[src/rtl/cpu_core_p.sv]
// cpu_core_p: multi-cycle accumulator-style CPU core.
//
// A host loads 16-bit program words through the instruction-write port,
// raises run, and watches results on cpu_out. Every instruction walks
// FETCH -> DECODE -> EXEC -> WB (four cycles). HALT parks the core in
// HALTED until reset.
//
// Ports:
//   clk         single clock, rising edge
//   rst         asynchronous, active-low reset
//   run         allows a new instruction to start (sampled in FETCH only)
//   instr_we    instruction-memory write enable
//   instr_addr  instruction-memory write address
//   instr_data  instruction-memory write data
//   cpu_out     last value emitted by OUT
//   out_valid   one-cycle pulse when cpu_out updates
//   halted      high once HALT has executed
//   pc_out      current program counter
//
// Instruction word: [15:13] opcode, [12:11] rd, [10:9] rs, [8] unused,
// [7:0] imm.
module cpu_core_p #(
  parameter int DATA_W  = 8,
  parameter int IMEM_AW = 4,
  parameter int DMEM_AW = 4
) (
  input  logic               clk,
  input  logic               rst,
  input  logic               run,
  input  logic               instr_we,
  input  logic [IMEM_AW-1:0] instr_addr,
  input  logic [15:0]        instr_data,
  output logic [DATA_W-1:0]  cpu_out,
  output logic               out_valid,
  output logic               halted,
  output logic [IMEM_AW-1:0] pc_out
);

  localparam int IMEM_D = 1 << IMEM_AW;
  localparam int DMEM_D = 1 << DMEM_AW;

  localparam logic [2:0] OP_ALU  = 3'd0;
  localparam logic [2:0] OP_LDI  = 3'd1;
  localparam logic [2:0] OP_ST   = 3'd2;
  localparam logic [2:0] OP_LD   = 3'd3;
  localparam logic [2:0] OP_BZ   = 3'd4;
  localparam logic [2:0] OP_JMP  = 3'd5;
  localparam logic [2:0] OP_OUT  = 3'd6;
  localparam logic [2:0] OP_HALT = 3'd7;

  typedef enum logic [2:0] {
    S_FETCH,
    S_DECODE,
    S_EXEC,
    S_WB,
    S_HALTED
  } state_t;

  state_t state, state_nxt;

  logic [15:0]        imem [IMEM_D];
  logic [DATA_W-1:0]  dmem [DMEM_D];
  logic [DATA_W-1:0]  regs [4];
  logic [IMEM_AW-1:0] pc;
  logic               z;
  logic [15:0]        ir;

  logic [DATA_W-1:0]  opa_p0, opb_p0;
  logic [DMEM_AW-1:0] daddr_p0;
  logic [DATA_W-1:0]  res_p1, ld_p1;

  logic [2:0]         op;
  logic [1:0]         rd, rs;
  logic [15:0]        imm_ext;
  logic [DATA_W-1:0]  imm_d;
  logic [IMEM_AW-1:0] imm_pc;
  logic               unused_bits;

  assign op      = ir[15:13];
  assign rd      = ir[12:11];
  assign rs      = ir[10:9];
  // imm widened to 16 bits first so that both zero-extension (DATA_W > 8)
  // and truncation (DATA_W < 8) fall out of one slice.
  assign imm_ext = {8'h00, ir[7:0]};
  assign imm_d   = imm_ext[DATA_W-1:0];
  assign imm_pc  = ir[IMEM_AW-1:0];
  assign unused_bits = ^{ir[8], imm_ext};

  assign pc_out = pc;

  function automatic logic [DATA_W-1:0] alu_op(input logic [1:0]        f,
                                               input logic [DATA_W-1:0] a,
                                               input logic [DATA_W-1:0] b);
    case (f)
      2'd0:    alu_op = a + b;
      2'd1:    alu_op = a - b;
      2'd2:    alu_op = a & b;
      default: alu_op = a ^ b;
    endcase
  endfunction

  // Instruction memory: writable at any time, never reset. A write to the
  // word being fetched on the same edge leaves the fetch with the old word.
  always_ff @(posedge clk) begin
    if (instr_we) imem[instr_addr] <= instr_data;
  end

  // Data memory store happens only on the EXEC edge; an async reset forces
  // the state away from EXEC, which cancels a pending store.
  always_ff @(posedge clk) begin
    if (state == S_EXEC && op == OP_ST) dmem[daddr_p0] <= opa_p0;
  end

  always_ff @(posedge clk or negedge rst) begin
    if (!rst) state <= S_FETCH;
    else      state <= state_nxt;
  end

  always_comb begin
    state_nxt = state;
    case (state)
      S_FETCH:  if (run) state_nxt = S_DECODE;
      S_DECODE: state_nxt = S_EXEC;
      S_EXEC:   state_nxt = S_WB;
      S_WB:     state_nxt = (op == OP_HALT) ? S_HALTED : S_FETCH;
      S_HALTED: state_nxt = S_HALTED;
      default:  state_nxt = S_FETCH;
    endcase
  end

  always_ff @(posedge clk) begin
    // FETCH -> DECODE: instruction register
    if (state == S_FETCH && run) ir <= imem[pc];
    // DECODE -> EXEC: operands and data-memory address
    if (state == S_DECODE) begin
      opa_p0   <= regs[rd];
      opb_p0   <= regs[rs];
      daddr_p0 <= ir[DMEM_AW-1:0];
    end
    // EXEC -> WB: ALU result and load data
    if (state == S_EXEC) begin
      res_p1 <= alu_op(ir[1:0], opa_p0, opb_p0);
      ld_p1  <= dmem[daddr_p0];
    end
  end

  always_ff @(posedge clk or negedge rst) begin
    if (!rst) begin
      pc        <= '0;
      z         <= 1'b0;
      cpu_out   <= '0;
      out_valid <= 1'b0;
      halted    <= 1'b0;
      for (int i = 0; i < 4; i++) regs[i] <= '0;
    end else begin
      out_valid <= 1'b0;
      if (state == S_EXEC && op == OP_OUT) begin
        cpu_out   <= opa_p0;
        out_valid <= 1'b1;
      end
      // WB: register file, zero flag, program counter
      if (state == S_WB) begin
        case (op)
          OP_ALU: begin
            regs[rd] <= res_p1;
            z        <= (res_p1 == '0);
          end
          OP_LDI: regs[rd] <= imm_d;
          OP_LD: begin
            regs[rd] <= ld_p1;
            z        <= (ld_p1 == '0);
          end
          default: ;
        endcase
        case (op)
          OP_BZ:   pc <= z ? imm_pc : pc + IMEM_AW'(1);
          OP_JMP:  pc <= imm_pc;
          OP_HALT: halted <= 1'b1;
          default: pc <= pc + IMEM_AW'(1);
        endcase
      end
    end
  end

endmodule
[config.mk]
export PLATFORM = sky130hd
export DESIGN_NAME = cpu_core_p
export DESIGN_NICKNAME = d
export VERILOG_FILES = /design/src/rtl/cpu_core_p.sv
export SDC_FILE = /design/constraint.sdc
export NUM_CORES = 1
export LEC_CHECK = 0
export CORE_MARGIN = 5
export CORE_UTILIZATION = 35
export DETAILED_ROUTE_END_ITERATION = 8
export PLACE_DENSITY = 0.56
export SLEW_MARGIN = 25
export SYNTH_ARGS = -nofsm -noshare
export SYNTH_HDL_FRONTEND = slang
export SYNTH_SLANG_ARGS = --single-unit
[constraint.sdc]
create_clock -name clk -period 2.6 [get_ports clk]
set_clock_uncertainty 0.1 [all_clocks]
set_input_delay 0.52 -clock clk [delete_from_list [all_inputs] [get_ports clk]]
set_output_delay 0.52 -clock clk [all_outputs]
set_load 0.05 [all_outputs]
==> flow_metrics.env <==
export IMPL_crit_chain="nor2b_1 > buf_4 > buf_4 > nor2_1 > xnor2_1 > ha_1 > a21oi_1 > nand2_2 > a31oi_2 > xor2_1 > o21ai_0"
export IMPL_finalHoldViolCount=0
export IMPL_status="finished clean"
export IMPL_dp_hpwl_mm=28.0
export IMPL_synth_cells=1020
export IMPL_drive_above_1_share_pct=26.2
export IMPL_clockBufferDepth=3
export IMPL_use_met1_pct=21.3
export IMPL_drv_cap=0
export IMPL_fmax_ghz=0.396
export IMPL_async_flop_share_pct=10.7
export IMPL_antenna_found_initial=1
export IMPL_period_share_pct=97.1
export IMPL_setup_viol=0
export IMPL_synth_avg_cell_area_um2=19.1
export IMPL_post_drt_wl_per_cell_um=23.1
export IMPL_num_rows=86
export IMPL_r2r_end="res_p1[5]"
export IMPL_power_leakage_nw=7.66
export IMPL_reg2reg_depth=11
export IMPL_use_met3_pct=2.53
export IMPL_pin_count=38
export IMPL_crit_path_max_fanout=6
export IMPL_syn_num_nets=1062
export IMPL_grt_pass1_wl_mm=67.0
export IMPL_crit_required_ns=2.83
export IMPL_routed_wl_mm=44.6
export IMPL_coreArea_um2=55200
export IMPL_cts_tree="built"
export IMPL_crit_start="ir[0]"
export IMPL_die_area_um2=60600
export IMPL_crit_path_frequent_cell="buf_4"
export IMPL_dr_pass1_iters=5
export IMPL_initial_core_util_pct=35.4
export IMPL_regToRegStartpoint="ir[0]"
export IMPL_gr_total_overflow=0
export IMPL_gp_congestion=0.817
export IMPL_vdd_ir_drop_max_mv=0.633
export IMPL_final_cell_mix="edfxtp_1 (419), mux4_2 (99), buf_4 (85)"
export IMPL_synthFlopType="edfxtp_1"
export IMPL_endpoint="res_p1[5]"
export IMPL_finish_net_count=1188
export IMPL_cp_slowest_stage_delay_ns=0.37
export IMPL_grt_busiest_layer="met2"
export IMPL_drv_slew=0
export IMPL_drc=0
export IMPL_root_buffer="clkbuf_16"
export IMPL_grt_pass1_vias=10300
export IMPL_port_buffers=36
export IMPL_cpMaxStageDelayCell="edfxtp_1"
export IMPL_yosys_register_bits=469
export IMPL_yosysSeqAreaShare_pct=70.8
export IMPL_ys_top_cells_by_area="edfxtp_1 (64%), mux4_2 (11%), dfrtp_1 (6.4%)"
export IMPL_power_density_nw_per_um2=1040
export IMPL_synthesis_area_um2=19500
export IMPL_num_vias=10100
export IMPL_grt_usage_pct=14.6
export IMPL_endpoint_kind="flip-flop"
export IMPL_rsz0062_at_grt="yes"
export IMPL_numCtsBuffers=49
export IMPL_ys_warnings_count=0
export IMPL_clk_insertion_delay_late_ns=0.58
export IMPL_synth_top_cell_by_area="edfxtp_1"
export IMPL_synth_edf_count=419
export IMPL_criticalPathCategory="reg2reg"
export IMPL_die_y_um=246
export IMPL_die_w_um=246
export IMPL_fin_util_pct=41.7
export IMPL_fillers=4874
export IMPL_met2_usage_pct=23.2
export IMPL_tightestPinTransition_ns=0.808
export IMPL_relSlewSlack_pct=46.1
export IMPL_cp_start_kind="flip-flop"
export IMPL_clock_sinks=469
export IMPL_h_tree_depth=2
export IMPL_min_period_ns=2.53
export IMPL_synthToLayoutAreaGrowth_pct=17.8
export IMPL_final_setup_tns_ns=0
export IMPL_cp_data_arrival_time_ns=2.75
export IMPL_cts_setup_buffers=0
export IMPL_rrSetupSlack_ns=0.07
export IMPL_grt_max_degree=37
export IMPL_hp_class="in2async"
export IMPL_cts_clk_slew_worst_paths_ns=0.06
export IMPL_yosys_area_top_type_share_pct=64.4
export IMPL_post_drt_via_cell_ratio=5.21
export IMPL_final_common_cell="edfxtp_1"
export IMPL_synth_cell_type_count=54
export IMPL_ant_nets=0
export IMPL_drtIter0Drc=907
power by group:
group	total, mW	switching (mW)	internal (mW)
combinational	7.22	3.80	3.42
clock	6.52	2.83	3.69
sequential	10.2	0.806	9.37
registers in the layout, indices dropped and copies added, names as in the netlist, named ones only:
name	cells
res_p1	8
dmem	128
opa_p0	8
opb_p0	8
ld_p1	8
ir	15
pc_out	4
daddr_p0	4
z	1
halted	1
state	3
imem	240
out_valid	1
cpu_out	8
metrics by stage:
step           instance area [um2]  hold WS, ns  power, mW  instances  setup WS, ns
2_1_floorplan                19500        0.124       14.9       1020        0.0432
3_3_place_gp                 21500        0.365       17.4       1842       -0.0266
3_5_place_dp                 21500        0.377       17.5       1842       -0.0304
4_1_cts                      23000        0.316       24.1       1930        0.0550
5_1_grt                      23000        0.353       25.1       1930       -0.0438
6_report                     23000        0.329       23.9       1931        0.0744
routing by layer:
layer / vias up / share of wire (%)
met5: - / 0
met4: 0 / 1.9
met3: 63 / 4.8
met2: 254 / 48
met1: 5276 / 46
li1: 4462 / -
final cells by class:
class | instances | area (um2) | share of cell area (%)
repair buffers | 135 | 1300 | 5.67
diodes | 1 | 2.50 | 0.0109
clock inverters | 19 | 140 | 0.609
clock buffers | 68 | 1340 | 5.82
inverters | 9 | 33.8 | 0.147
multi-input cells | 482 | 5410 | 23.5
flip-flops and latches | 469 | 13800 | 60.2
well taps | 748 | 936 | 4.07
kinds of logic (layout without fill, tap and decap cells):
| group | Yosys count | count (layout) | synth area share (%) |
|---|---|---|---|
| DFF | 469 | 469 | 70.8 |
| and+or+nand+nor | 178 | 178 | 4.41 |
| muxes | 154 | 154 | 17.0 |
| AOI/OAI and AO/OA | 120 | 120 | 4.00 |
| buffers and inverters | 69 | 231 | 2.06 |
| adders and majority gates | 18 | 18 | 1.19 |
| xor gates and xnor gates | 12 | 12 | 0.538 |
| other | 0 | 1 | 0 |
worst max-delay path: cells and delay by family, from the launching register on:
kind            cells  cell delay, ns
compound gates      3            0.49
xor+xnor            2            0.33
fa+ha+maj           1            0.29
buf+inv             2            0.30
flops               1            0.37
simple gates        3            0.39
how the worst min path moves through the flow:
stage	start	to	slack, ns	cells after the start
finish	rst	asynchronous set/reset pin	0.33	2
global route	rst	asynchronous set/reset pin	0.35	2
CTS	rst	out_valid	0.32	2
detailed placement	halted	halted	0.38	1
global placement	cpu_out[0]	cpu_out[0]	0.36	2
floorplan	rst	asynchronous set/reset pin	0.12	0
cells in the mapped netlist (3+ instances only):
master and count:
a21boi_0 4, a21o_1 3, a21oi_1 47, a221o_1 15
a22o_1 3, a31o_2 4, a31oi_1 8, and2_1 3
buf_1 3, buf_2 20, buf_4 4, buf_6 11
clkbuf_1 20, dfrtp_1 50, edfxtp_1 419, ha_1 17
inv_1 9, mux2_2 10, mux2i_1 13, mux4_1 32
mux4_2 99, nand2_1 48, nand2b_1 12, nand3_1 23
nand3b_1 6, nor2_1 49, nor2b_1 10, nor3_1 10
nor3b_1 4, nor4_1 4, o211ai_1 4, o21ai_0 16
o21ai_1 3, o221ai_1 4, xnor2_1 10
repair_timing:
item	in CTS	in global routing
pin swaps	0	1
endpoints found under the hold margin	14	0
hold buffers	1	0
setup endpoints to repair	3	12
resized for setup	3	8
Power figures use the tool's default switching activity.
